===== src/rtl/alu_arbiter_pkg.sv =====
// Shared types for the ALU arbiter: ALU opcode mnemonics and result-slot state.
// Opcode codes 8..15 are not assigned and pass through the arbiter untouched.
package Definitions;

  localparam int ARB_MAX_REQ = 8;

  typedef enum logic [3:0] {
    ADD = 4'd0,
    SUB = 4'd1,
    AND = 4'd2,
    OR  = 4'd3,
    XOR = 4'd4,
    SHL = 4'd5,
    SHR = 4'd6,
    NOP = 4'd7
  } op_mne;

  typedef enum logic {
    EMPTY = 1'b0,
    FULL  = 1'b1
  } arb_state_e;

endpackage


===== src/rtl/alu_arbiter_if.sv =====
// Bundle between the requesters, the arbiter, the external ALU and the result consumer.
// The slave modport is the arbiter's view; master is the surrounding system.
interface alu_arbiter_if
  import Definitions::*;
#(
  parameter int W    = 8,
  parameter int NREQ = 3
) ();

  localparam int IDW = $clog2(NREQ);

  logic [NREQ-1:0] req_valid;
  logic [NREQ-1:0] req_ready;
  logic [NREQ-1:0] req_lock;
  logic [W-1:0]    req_a [NREQ];
  logic [W-1:0]    req_b [NREQ];
  op_mne           req_op [NREQ];

  logic [W-1:0]    alu_a;
  logic [W-1:0]    alu_b;
  op_mne           alu_op;
  logic [W-1:0]    alu_out;
  logic            alu_zero;

  logic            rsp_valid;
  logic            rsp_ready;
  logic [IDW-1:0]  rsp_id;
  logic [W-1:0]    rsp_out;
  logic            rsp_zero;

  modport slave (
    input  req_valid, req_lock, req_a, req_b, req_op,
    input  alu_out, alu_zero, rsp_ready,
    output req_ready, alu_a, alu_b, alu_op,
    output rsp_valid, rsp_id, rsp_out, rsp_zero
  );

  modport master (
    output req_valid, req_lock, req_a, req_b, req_op,
    output alu_out, alu_zero, rsp_ready,
    input  req_ready, alu_a, alu_b, alu_op,
    input  rsp_valid, rsp_id, rsp_out, rsp_zero
  );

endinterface


===== src/rtl/alu_arbiter_rr_pick.sv =====
// Combinational round-robin picker: first requester at or after i_ptr, wrapping at NREQ.
// i_ptr must stay below NREQ.
module rr_pick #(
  parameter int NREQ = 3,
  parameter int IDW  = $clog2(NREQ)
) (
  input  logic [NREQ-1:0] i_req,
  input  logic [IDW-1:0]  i_ptr,
  output logic [NREQ-1:0] o_gnt,
  output logic [IDW-1:0]  o_idx,
  output logic            o_any
);

  always_comb begin
    logic [IDW-1:0] w_j;
    o_any = 1'b0;
    o_idx = '0;
    o_gnt = '0;
    w_j   = i_ptr;
    for (int k = 0; k < NREQ; k++) begin
      if (!o_any && i_req[w_j]) begin
        o_any = 1'b1;
        o_idx = w_j;
      end
      w_j = (w_j == IDW'(NREQ - 1)) ? '0 : w_j + 1'b1;
    end
    if (o_any) begin
      o_gnt[o_idx] = 1'b1;
    end
  end

endmodule


===== src/rtl/alu_arbiter.sv =====
// Round-robin share of one external combinational ALU with a 1-deep result register.
// Build macro ALU_ARB_LOCK_EN enables burst lock via req_lock; otherwise req_lock is ignored.
module alu_arbiter
  import Definitions::*;
#(
  parameter int W    = 8,
  parameter int NREQ = 3
) (
  input logic          clk,
  input logic          reset_n,
  alu_arbiter_if.slave bus
);

  // state | meaning
  // EMPTY | result slot free; any pick may issue
  // FULL  | result held on rsp_*; a new issue needs rsp_ready in the same cycle

  localparam int IDW = $clog2(NREQ);

  arb_state_e      r_state;
  arb_state_e      w_state_nxt;
  logic [IDW-1:0]  r_ptr;
  logic [IDW-1:0]  r_rsp_id;
  logic [W-1:0]    r_rsp_out;
  logic            r_rsp_zero;

  logic            w_can_issue;
  logic            w_grant;
  logic            w_lock_hit;
  logic            w_sel_any;
  logic            w_rr_any;
  logic [IDW-1:0]  w_rr_idx;
  logic [IDW-1:0]  w_sel_idx;
  logic [IDW-1:0]  w_ptr_nxt;
  logic [NREQ-1:0] w_rr_gnt;
  logic [NREQ-1:0] w_sel_gnt;

  rr_pick #(.NREQ(NREQ), .IDW(IDW)) u_pick (
    .i_req (bus.req_valid),
    .i_ptr (r_ptr),
    .o_gnt (w_rr_gnt),
    .o_idx (w_rr_idx),
    .o_any (w_rr_any)
  );

`ifdef ALU_ARB_LOCK_EN
  logic           r_have_last;
  logic [IDW-1:0] r_last;

  // A locked owner keeps the ALU ahead of the round-robin order until it drops lock or valid.
  assign w_lock_hit = r_have_last & bus.req_valid[r_last] & bus.req_lock[r_last];
  assign w_sel_any  = w_lock_hit | w_rr_any;
  assign w_sel_idx  = w_lock_hit ? r_last : w_rr_idx;
  assign w_sel_gnt  = w_lock_hit ? (NREQ'(1) << r_last) : w_rr_gnt;

  always_ff @(posedge clk or negedge reset_n) begin
    if (!reset_n) begin
      r_have_last <= 1'b0;
      r_last      <= '0;
    end else if (w_grant) begin
      r_have_last <= 1'b1;
      r_last      <= w_sel_idx;
    end
  end
`else
  logic w_unused_lock;

  assign w_unused_lock = ^bus.req_lock;
  assign w_lock_hit    = 1'b0;
  assign w_sel_any     = w_rr_any;
  assign w_sel_idx     = w_rr_idx;
  assign w_sel_gnt     = w_rr_gnt;
`endif

  assign w_can_issue = (r_state == EMPTY) | bus.rsp_ready;
  // Grant is gated by reset_n so req_ready reads zero while reset is held.
  assign w_grant     = w_sel_any & w_can_issue & reset_n;
  assign w_ptr_nxt   = (w_rr_idx == IDW'(NREQ - 1)) ? '0 : w_rr_idx + 1'b1;

  assign bus.req_ready = w_grant ? w_sel_gnt : '0;
  assign bus.rsp_valid = (r_state == FULL);
  assign bus.rsp_id    = r_rsp_id;
  assign bus.rsp_out   = r_rsp_out;
  assign bus.rsp_zero  = r_rsp_zero;

  always_comb begin
    bus.alu_a  = '0;
    bus.alu_b  = '0;
    bus.alu_op = NOP;
    if (w_sel_any) begin
      bus.alu_a  = bus.req_a[w_sel_idx];
      bus.alu_b  = bus.req_b[w_sel_idx];
      bus.alu_op = bus.req_op[w_sel_idx];
    end
  end

  always_comb begin
    w_state_nxt = r_state;
    case (r_state)
      EMPTY: if (w_grant) w_state_nxt = FULL;
      FULL:  if (bus.rsp_ready && !w_grant) w_state_nxt = EMPTY;
    endcase
  end

  always_ff @(posedge clk or negedge reset_n) begin
    if (!reset_n) begin
      r_state <= EMPTY;
    end else begin
      r_state <= w_state_nxt;
    end
  end

  always_ff @(posedge clk or negedge reset_n) begin
    if (!reset_n) begin
      r_ptr      <= '0;
      r_rsp_id   <= '0;
      r_rsp_out  <= '0;
      r_rsp_zero <= 1'b0;
    end else if (w_grant) begin
      r_rsp_id   <= w_sel_idx;
      r_rsp_out  <= bus.alu_out;
      r_rsp_zero <= bus.alu_zero;
      if (!w_lock_hit) begin
        r_ptr <= w_ptr_nxt;
      end
    end
  end

endmodule


===== src/flat_wrapper.sv =====
// flat-port wrapper written by rule: the top's interface ports become plain ports
module alu_arbiter_flat import Definitions::*;
#(
  parameter int W    = 8,
  parameter int NREQ = 3
)
  (clk, reset_n, bus_req_valid, bus_req_lock, bus_req_a, bus_req_b, bus_req_op, bus_alu_out, bus_alu_zero, bus_rsp_ready, bus_req_ready, bus_alu_a, bus_alu_b, bus_alu_op, bus_rsp_valid, bus_rsp_id, bus_rsp_out, bus_rsp_zero);
  alu_arbiter_if #(.W(W), .NREQ(NREQ)) bus_i ();
  input logic clk;
  input logic reset_n;
  input wire logic [$bits(bus_i.req_valid)-1:0] bus_req_valid;
  input wire logic [$bits(bus_i.req_lock)-1:0] bus_req_lock;
  input wire logic [$bits(bus_i.req_a)-1:0] bus_req_a;
  input wire logic [$bits(bus_i.req_b)-1:0] bus_req_b;
  input wire logic [$bits(bus_i.req_op)-1:0] bus_req_op;
  input wire logic [$bits(bus_i.alu_out)-1:0] bus_alu_out;
  input wire logic [$bits(bus_i.alu_zero)-1:0] bus_alu_zero;
  input wire logic [$bits(bus_i.rsp_ready)-1:0] bus_rsp_ready;
  output wire logic [$bits(bus_i.req_ready)-1:0] bus_req_ready;
  output wire logic [$bits(bus_i.alu_a)-1:0] bus_alu_a;
  output wire logic [$bits(bus_i.alu_b)-1:0] bus_alu_b;
  output wire logic [$bits(bus_i.alu_op)-1:0] bus_alu_op;
  output wire logic [$bits(bus_i.rsp_valid)-1:0] bus_rsp_valid;
  output wire logic [$bits(bus_i.rsp_id)-1:0] bus_rsp_id;
  output wire logic [$bits(bus_i.rsp_out)-1:0] bus_rsp_out;
  output wire logic [$bits(bus_i.rsp_zero)-1:0] bus_rsp_zero;
  assign bus_i.req_valid = bus_req_valid;
  assign bus_i.req_lock = bus_req_lock;
  assign bus_i.req_a = {>>{bus_req_a}};
  assign bus_i.req_b = {>>{bus_req_b}};
  assign bus_i.req_op = {>>{bus_req_op}};
  assign bus_i.alu_out = bus_alu_out;
  assign bus_i.alu_zero = bus_alu_zero;
  assign bus_i.rsp_ready = bus_rsp_ready;
  assign bus_req_ready = bus_i.req_ready;
  assign bus_alu_a = bus_i.alu_a;
  assign bus_alu_b = bus_i.alu_b;
  assign bus_alu_op = bus_i.alu_op;
  assign bus_rsp_valid = bus_i.rsp_valid;
  assign bus_rsp_id = bus_i.rsp_id;
  assign bus_rsp_out = bus_i.rsp_out;
  assign bus_rsp_zero = bus_i.rsp_zero;
  alu_arbiter #(.W(W), .NREQ(NREQ)) u_core (.clk(clk), .reset_n(reset_n), .bus(bus_i));
endmodule

===== config.mk =====
export PLATFORM = sky130hd
export DESIGN_NAME = alu_arbiter_flat
export DESIGN_NICKNAME = d
export VERILOG_FILES = /design/src/rtl/alu_arbiter_pkg.sv /design/src/rtl/alu_arbiter_if.sv /design/src/rtl/alu_arbiter_rr_pick.sv /design/src/rtl/alu_arbiter.sv /design/src/flat_wrapper.sv
export SDC_FILE = /design/constraint.sdc
export NUM_CORES = 1
export LEC_CHECK = 0
export CORE_MARGIN = 2
export CORE_UTILIZATION = 28
export CTS_BUF_LIST = sky130_fd_sc_hd__clkbuf_16
export CTS_CLUSTER_SIZE = 12
export DETAILED_ROUTE_END_ITERATION = 8
export MAX_ROUTING_LAYER = met4
export PLACE_DENSITY = 0.8
export SYNTH_ARGS = -nofsm -noshare
export SYNTH_HDL_FRONTEND = slang
export SYNTH_SLANG_ARGS = --single-unit

===== constraint.sdc =====
create_clock -name clk -period 2.36 [get_ports clk]
set_clock_uncertainty 0.2 [all_clocks]
set_input_delay 0.354 -clock clk [delete_from_list [all_inputs] [get_ports clk]]
set_output_delay 0.354 -clock clk [all_outputs]
set_load 0.1 [all_outputs]

==> results of run 1 <==
## report_power, final
group / total [W] / internal (W) / switching, W
registers: 0.000326 / 0.000288 / 0.0000384
clock network: 0.000319 / 0.000224 / 0.0000952
logic: 0.00216 / 0.000789 / 0.00137
## final timing paths
path                                            from                    end  depth (start not counted)
worst max register to register       u_core.r_ptr[0]    u_core.bus.rsp_zero                          5
worst min-delay path            u_core.bus.rsp_id[0]   u_core.bus.rsp_id[0]                          1
worst min register to register  u_core.bus.rsp_id[0]   u_core.bus.rsp_id[0]                          1
worst max-delay path                 u_core.r_ptr[0]          bus_alu_op[0]                          6
min in group asynchronous                    reset_n  u_core.bus.rsp_out[3]                          2
max in group asynchronous                    reset_n        u_core.r_ptr[0]                          2
## per-layer routing
metal,wire (um),part of all wire [%]
met5,0,0
met4,117,2.2
met3,313,6.0
met2,2960,57
met1,1830,35
## through the flow
step | setup slack [ns] | cells | power (W)
floorplan | -0.0407 | 115 | 0.00157
global placement | -0.251 | 286 | 0.00228
detailed placement | -0.280 | 286 | 0.00231
CTS | 0.00313 | 291 | 0.00269
global route | -0.0640 | 292 | 0.00289
finish | -0.0195 | 292 | 0.00281
## layout by cell type, fill, tap and decap left out, drive strengths merged
cell type,count
clkdlybuf4s50,71
buf,60
nand2,22
o21ai,20
a32oi,17
dfrtp,14
mux2,9
clkbuf,6
a211o,3
nor2,3
a32o,3
a21o,3
a21oi,2
a21boi,2
nor2b,1
o21bai,1
o21a,1
or3,1
nor3,1
nand2b,1
o311ai,1
clkinv,1
dlygate4sd2,1
## layout make-up
class / count / area share (%)
repair buffers: 135 / 50.7
clock buffers: 3 / 2.43
clock inverters: 1 / 0.122
flip-flops and latches: 14 / 11.5
well taps: 48 / 1.95
multi-input cells: 91 / 33.4
## cell families after synthesis
logic type | synth area share, %
buf+inv | 6.05
flops | 33.9
compound gates | 38.9
mux | 9.81
simple gates | 11.4
## worst max-delay path, stage by stage (launching register included)
cell and delay [ns]:
sky130_fd_sc_hd__dfrtp_2 0.46, sky130_fd_sc_hd__nor2b_4 0.15, sky130_fd_sc_hd__o21bai_4 0.08, sky130_fd_sc_hd__buf_6 0.15
sky130_fd_sc_hd__a32o_1 0.27, sky130_fd_sc_hd__a211o_1 0.28, sky130_fd_sc_hd__buf_12 0.18
## registers in the layout, summed over array words and instances, names as in the netlist
register,flops
u_core.bus.rsp_id,2
u_core.bus.rsp_out,8
u_core.bus.rsp_valid,1
u_core.bus.rsp_zero,1
u_core.r_ptr,2
## repair_timing
action                     CTS  global route
resized for setup           25            31
setup buffers                1             0
pin swaps                    5             6
cloned                       0             1
hold endpoints to repair     0             0
setup endpoints to repair   23            21
==> results.txt, run 1 <==
----------------------------------------------------
[Global route]
  Most used routing layer in global routing ... met2
  Global-route usage over all layers ... 23.4%
  Number of antenna violations at the first check in global routing ... 0
  Pin count of the biggest net entering global routing ... 19
  Global-route wire length before repair ... ~7.4 mm
  Met2 track demand over resource ... between 40% and 50%
  Total overflow reported by the global router ... 0
  Global-route track usage on met3 ... ~3.6%
  GR met1 Demand/Resource ... 25.0%
  Via count of the first global-routing pass ... 1576

[STA]
  Final worst path period share ... 101%
  RSZ-0062 raised after global routing ... yes
  Headroom to the max-slew limit ... slightly below 80%
  Worst path setup slack after routing ... -0.0195 ns
  Fin crit period ... 2.38 ns
  Setup TNS after final layout ... -0.0489 ns
  Worst Hold Margin ... between 0.2 and 0.3 ns
  Number of endpoints with negative hold slack in the final report ... 0
  Final-report max-slew violation count ... 0
  Actual slew at the worst max-slew pin ... between 0.3 and 0.4 ns
  Highest achievable clock rate ... between 400 and 500 MHz
  Setup Viol. Count Final ... 4

[Clocking]
  Hold bufs inserted after CTS ... 0
  Clock-pin slew of the registers on the worst-case setup and hold paths ... around 0.040 ns
  TritonCTS clock tree ... built
  CTS root buffer ... sky130_fd_sc_hd__clkbuf_16
  Clock buffers created by TritonCTS ... 3
  Num Clock Sinks ... 14
  Max Root-Sink Buffers ... 2
  Source-to-sink clock delay at the later pin of the worst-skew pair ... 0.24 ns
  Total number of H-tree levels ... 1

[Outcome]
  Violations in the final reports ... setup timing
  Outcome ... complete, but fails checks

[Finish]
  Synth-to-layout area growth ... 199%
  End-of-flow core utilization ... about 86%
  Fraction of layout cells with a size suffix above 1 ... around 50%
  Final non-filler cell area ... 3090 um^2
  Diode count ... 0
  Final layout net count ... 323
  Fill cell instance count of the final layout ... 197
  Combined flip-flop and latch cell area ... 354 um^2
  Combined area of the multi-input logic cells ... approximately 1000 um^2

[Flow run]
  Count of max-cap constraint violations ... 0

[Pwr]
  Leakage power ... 1.25 nW
  Power density over cell area ... ~910 nW/um^2
  Largest vdd supply drop ... 0.660 mV

[Detailed routing]
  Vias post-DR ... between 1500 and 2000
  Routed length per placed instance ... 17.9 um
  Number of nets with antenna violations after detailed routing ... 0
  Vias per inst ... about 5.3
  Routed Wire Length ... about 5.2 mm
  Number of design rule violations left after detail routing ... 0
  DRT iter0 DRCs ... 34
  First-pass iteration count of the detailed router ... 4

[Critical path]
  Data arrival time of the critical path ... approximately 1.8 ns
  Setup crit start kind ... register
  Reg2reg setup slack ... a little over 0.4 ns
  Type of element capturing the critical path ... output port
  CP required ... around 1.8 ns
  Kind of critical path ... reg -> out
  Largest driver fanout on the critical path ... 6

[Synthesis]
  Synthesized Nets ... around 190
  Dominant synthesized flop cell ... sky130_fd_sc_hd__dfrtp_1
  Synth cell types ... 25
  Area share of the largest cell type after synthesis ... about a third
  Count of flip-flops with a built-in enable after synthesis ... 0
  Count of state elements after synthesis ... 14
  FFs w/ async S/R, synth ... between 90% and 100%
  Number of instances in the synthesized netlist ... roughly 120
  Synth warnings ... 0
  Top cells by area, synth ... sky130_fd_sc_hd__dfrtp_1 34%, sky130_fd_sc_hd__a32oi_1 14%, sky130_fd_sc_hd__o21ai_0 9.2%
  Share of synthesized area occupied by flip-flops and latches ... around a third
  Most frequently used cell type in the post-synthesis netlist ... sky130_fd_sc_hd__nand2_1
  Mapped Area ... about 1000 um^2
  Avg Cell Area, Syn ... 8.99 um^2
  Cell accounting for the most synthesized area ... sky130_fd_sc_hd__dfrtp_1
  Top cells by count, synth ... 22 x sky130_fd_sc_hd__nand2_1, 19 x sky130_fd_sc_hd__o21ai_0, 17 x sky130_fd_sc_hd__a32oi_1

[Floorplan]
  Initial core utilization ... around 29%
  Number of placement rows ... 22
  Area enclosed by the die boundary ... 4190 um^2
  Number of placed I/O pins ... about 110
  Total core area ... 3610 um^2
  Height of the chip ... roughly 65 um
  Die Width ... around 65 um

[Placed design]
  Hpwl dp ... between 3 and 4 mm
  Post-place instance area ... roughly 2700 um^2
  Port-buffer cells ... between 100 and 150
  Last weighted congestion value of the routability-driven placer ... between 0.7 and 0.8

[Worst hold path]
  Worst min-delay path category ... reg -> reg

----------------------------------------------------
Power figures use the tool's default switching activity.
==> run 2: changes to the inputs <==
- ABC_AREA: unset -> 1
- CORE_UTILIZATION: 28 -> 32
- PLACE_DENSITY: 0.8 -> 0.81
==> results.txt, run 2 <==
----------------------------------------------------
[Outcome]
  Outcome ... complete, but fails checks
  Violations in the final reports ... setup timing

[Finish]
  Synth-to-layout area growth ... 163%
  Fraction of layout cells with a size suffix above 1 ... 39.5% (-10 points)
  Combined flip-flop and latch cell area ... 354 um^2 (unchanged)
  Flip-flop count of the largest register, all copies and words added ... 8 (unchanged)
  End-of-flow core utilization ... 89.6% (+4.0 points)
  Fill cell instance count of the final layout ... 171 (-13%)
  Top library cells by usage in the layout, fill and taps aside ... 95 x sky130_fd_sc_hd__nand2_1, 71 x sky130_fd_sc_hd__clkdlybuf4s50_1, 30 x sky130_fd_sc_hd__buf_4
  Combined area of the multi-input logic cells ... 1200 um^2 (+17%)
  Final layout net count ... 426 (+32%)
  Most common cell after layout, fill and taps aside ... sky130_fd_sc_hd__nand2_1
  Diode count ... 0 (unchanged)
  Final non-filler cell area ... 3350 um^2 (+8.7%)

[Synthesis]
  Avg Cell Area, Syn ... 5.88 um^2 (-35%)
  Synth cell types ... 22 (-12%)
  Cell accounting for the most synthesized area ... sky130_fd_sc_hd__nand2_1
  Most frequently used cell type in the post-synthesis netlist ... sky130_fd_sc_hd__nand2_1
  FFs w/ async S/R, synth ... 100% (unchanged)
  Dominant synthesized flop cell ... sky130_fd_sc_hd__dfrtp_1
  Synthesized Nets ... 295 (+53%)
  Area share of the largest cell type after synthesis ... 34.7% (+0.84 points)
  Number of instances in the synthesized netlist ... 217 (+89%)
  Share of synthesized area occupied by flip-flops and latches ... 27.5% (-6.4 points)
  Synth warnings ... 0 (unchanged)
  Top cells by count, synth ... 118 x sky130_fd_sc_hd__nand2_1, 23 x sky130_fd_sc_hd__nand3_1, 19 x sky130_fd_sc_hd__a21oi_1
  Count of flip-flops with a built-in enable after synthesis ... 0 (unchanged)
  Mapped Area ... 1270 um^2 (+23%)
  Top cells by area, synth ... sky130_fd_sc_hd__nand2_1 35%, sky130_fd_sc_hd__dfrtp_1 27%, sky130_fd_sc_hd__nand3_1 9.0%
  Count of state elements after synthesis ... 14 (unchanged)

[Worst hold path]
  Capture endpoint of the worst hold path ... u_core.bus.rsp_out[7]
  Beginning of the worst hold path ... u_core.bus.rsp_out[7]
  Worst min-delay path category ... reg -> reg
  Number of cells on the worst hold path ... 2 (+1)

[Flow run]
  Count of max-cap constraint violations ... 0 (unchanged)

[Detailed routing]
  Routed length per placed instance ... 19.1 um (+6.9%)
  Vias per inst ... 5.35 (+1.3%)
  Vias post-DR ... 2112 (+37%)
  DRT iter0 DRCs ... 81 (+140%)
  First-pass iteration count of the detailed router ... 4 (unchanged)
  Number of nets with antenna violations after detailed routing ... 0 (unchanged)
  Routed Wire Length ... 7.55 mm (+45%)
  Number of design rule violations left after detail routing ... 0 (unchanged)

[STA]
  Highest achievable clock rate ... 380 MHz (-9.6%)
  Fin crit period ... 2.63 ns (+0.252 ns)
  Worst Hold Margin ... 0.286 ns (-0.00135 ns)
  Worst path setup slack after routing ... -0.271 ns (-0.252 ns)
  Final-report max-slew violation count ... 0 (unchanged)
  Final worst path period share ... 111% (+11 points)
  Actual slew at the worst max-slew pin ... 0.288 ns (-0.0577 ns)
  RSZ-0062 raised after global routing ... yes
  Number of endpoints with negative hold slack in the final report ... 0 (unchanged)
  Setup Viol. Count Final ... 23 (+19)
  Headroom to the max-slew limit ... 81.0% (+4.1 points)
  Setup TNS after final layout ... -4.83 ns (-4.78 ns)

[Clocking]
  Clock buffers created by TritonCTS ... 3 (unchanged)
  Source-to-sink clock delay at the later pin of the worst-skew pair ... 0.24 ns (about the same)
  TritonCTS clock tree ... built
  Max Root-Sink Buffers ... 2 (unchanged)
  Total number of H-tree levels ... 1 (unchanged)
  Clock-pin slew of the registers on the worst-case setup and hold paths ... 0.04 ns (about the same)
  CTS root buffer ... sky130_fd_sc_hd__clkbuf_16
  Num Clock Sinks ... 14 (unchanged)

[Placed design]
  Last weighted congestion value of the routability-driven placer ... 0.935 (+32%)
  Port-buffer cells ... 109 (unchanged)
  Post-place instance area ... 2930 um^2 (+9.0%)
  Hpwl dp ... 4.31 mm (+15%)

[Floorplan]
  Height of the chip ... 67.1 um (+3.7%)
  Number of placed I/O pins ... 113 (unchanged)
  Total core area ... 3740 um^2 (+3.8%)
  Area enclosed by the die boundary ... 4510 um^2 (+7.4%)
  Die Width ... 67.1 um (+3.7%)
  Number of placement rows ... 22 (unchanged)
  Initial core utilization ... 34.1% (+5.4 points)

[Critical path]
  Depth of the worst register-to-register path ... 12 (+7)
  Kind of critical path ... reg -> out
  Critical path launch point ... u_core.r_ptr[1]
  R2R Path Start ... u_core.r_ptr[1]
  Type of element capturing the critical path ... output port
  Reg2reg setup slack ... 0.27 ns (-0.14 ns)
  Largest driver fanout on the critical path ... 9 (+3)
  Cells along the critical path ... buf_4 > o2111ai_4 > nand2_4 > buf_4 > nand2_1 > nand2_1 > nand2_1 > a21oi_4 > buf_12
  Setup crit start kind ... register
  Reg-to-reg critical path endpoint ... u_core.bus.rsp_id[1]
  Maximum cell stage delay along the critical path ... 0.47 ns (about the same)
  CP required ... 1.81 ns (about the same)
  Worst path slowest cell ... sky130_fd_sc_hd__dfrtp_2
  Cell type with the highest occurrence count on the critical path ... sky130_fd_sc_hd__nand2_1
  Data arrival time of the critical path ... 2.08 ns (+0.25 ns)

[Global route]
  Global-route usage over all layers ... 25.5% (+2.2 points)
  Global-route wire length before repair ... 8.61 mm (+16%)
  Number of antenna violations at the first check in global routing ... 0 (unchanged)
  Via count of the first global-routing pass ... 1985 (+26%)
  Total overflow reported by the global router ... 0 (unchanged)
  Pin count of the biggest net entering global routing ... 19 (unchanged)

----------------------------------------------------
run 2: cell types whose count changed after synthesis, sizes merged, moves of 4 or more:
cell,delta
a32oi,-17
mux2,-9
nor2,+4
inv,+12
o21ai,-16
nand2,+97
a21oi,+18
nand3,+25
run 2: final cells by class:
cell class / count / area share [%]
flip-flops and latches: 14 / 10.6
multi-input cells: 179 / 35.9
repair buffers: 138 / 47.6
well taps: 48 / 1.79
clock buffers: 3 / 2.24
inverters: 12 / 1.83
clock inverters: 1 / 0.112
run 2: cell families (layout without fill, tap and decap cells):
group / after synthesis / count (layout) / share of synthesized area [%]
buffers and inverters: 24 / 154 / 10.6
flip-flops: 14 / 14 / 27.5
AO/OA/AOI/OAI: 27 / 27 / 12.4
AND/OR/NAND/NOR: 152 / 152 / 49.6
run 2: per-stage QoR:
step / std cells / setup slack, ns
2_1_floorplan: 217 / -0.253
3_3_place_gp: 382 / -0.261
3_5_place_dp: 382 / -0.319
4_1_cts: 390 / -0.132
5_1_grt: 395 / -0.321
6_report: 395 / -0.271
run 2: how the worst max path moves through the flow:
stage / endpoint / slack [ns] / cells past startpoint
3_5_place_dp: bus_req_ready[0] / -0.32 / 11
2_1_floorplan: bus_alu_a[7] / -0.25 / 8
5_1_grt: bus_alu_b[6] / -0.32 / 9
4_1_cts: bus_alu_a[7] / -0.13 / 12
3_3_place_gp: bus_alu_a[7] / -0.26 / 10
6_report: bus_alu_b[6] / -0.27 / 9
run 2: critical path, delay by kind of cell (launching register included):
family / cells / cell delay [ns]
AO/OA/AOI/OAI: 2 / 0.34
buffers and inverters: 3 / 0.54
flip-flops: 1 / 0.47
AND/OR/NAND/NOR: 4 / 0.48
run 2: timing repair:
action / 4_1_cts / 5_1_grt
hold buffers: 0 / 0
pin swaps: 11 / 23
buffers inserted: 4 / 4
resized for setup: 19 / 52
endpoints found under the setup margin: 23 / 23
cloned: 0 / 1
run 2: per-layer routing:
metal  global-route usage (%)  up-vias  share of wire [%]
li1                         -      948                  -
met1                     25.9     1008                 34
met2                     49.5      121                 52
met3                     5.41       35                9.7
met4                     5.61        0                4.6
met5                        -        -                  0
Power of run 2 is not shown: default switching activity piles up to over one toggle a cycle in this logic, so the estimate is an artifact.
==> run 3: changes to the inputs <==
- ABC_AREA: 1 -> 0
- ABC_CLOCK_PERIOD_IN_PS: unset -> 2360
- CORE_UTILIZATION: 32 -> 28
- PLACE_DENSITY: 0.81 -> 0.8
==> results of run 3 <==
The final DEF is identical to that of run 1; final timing and power are the same.
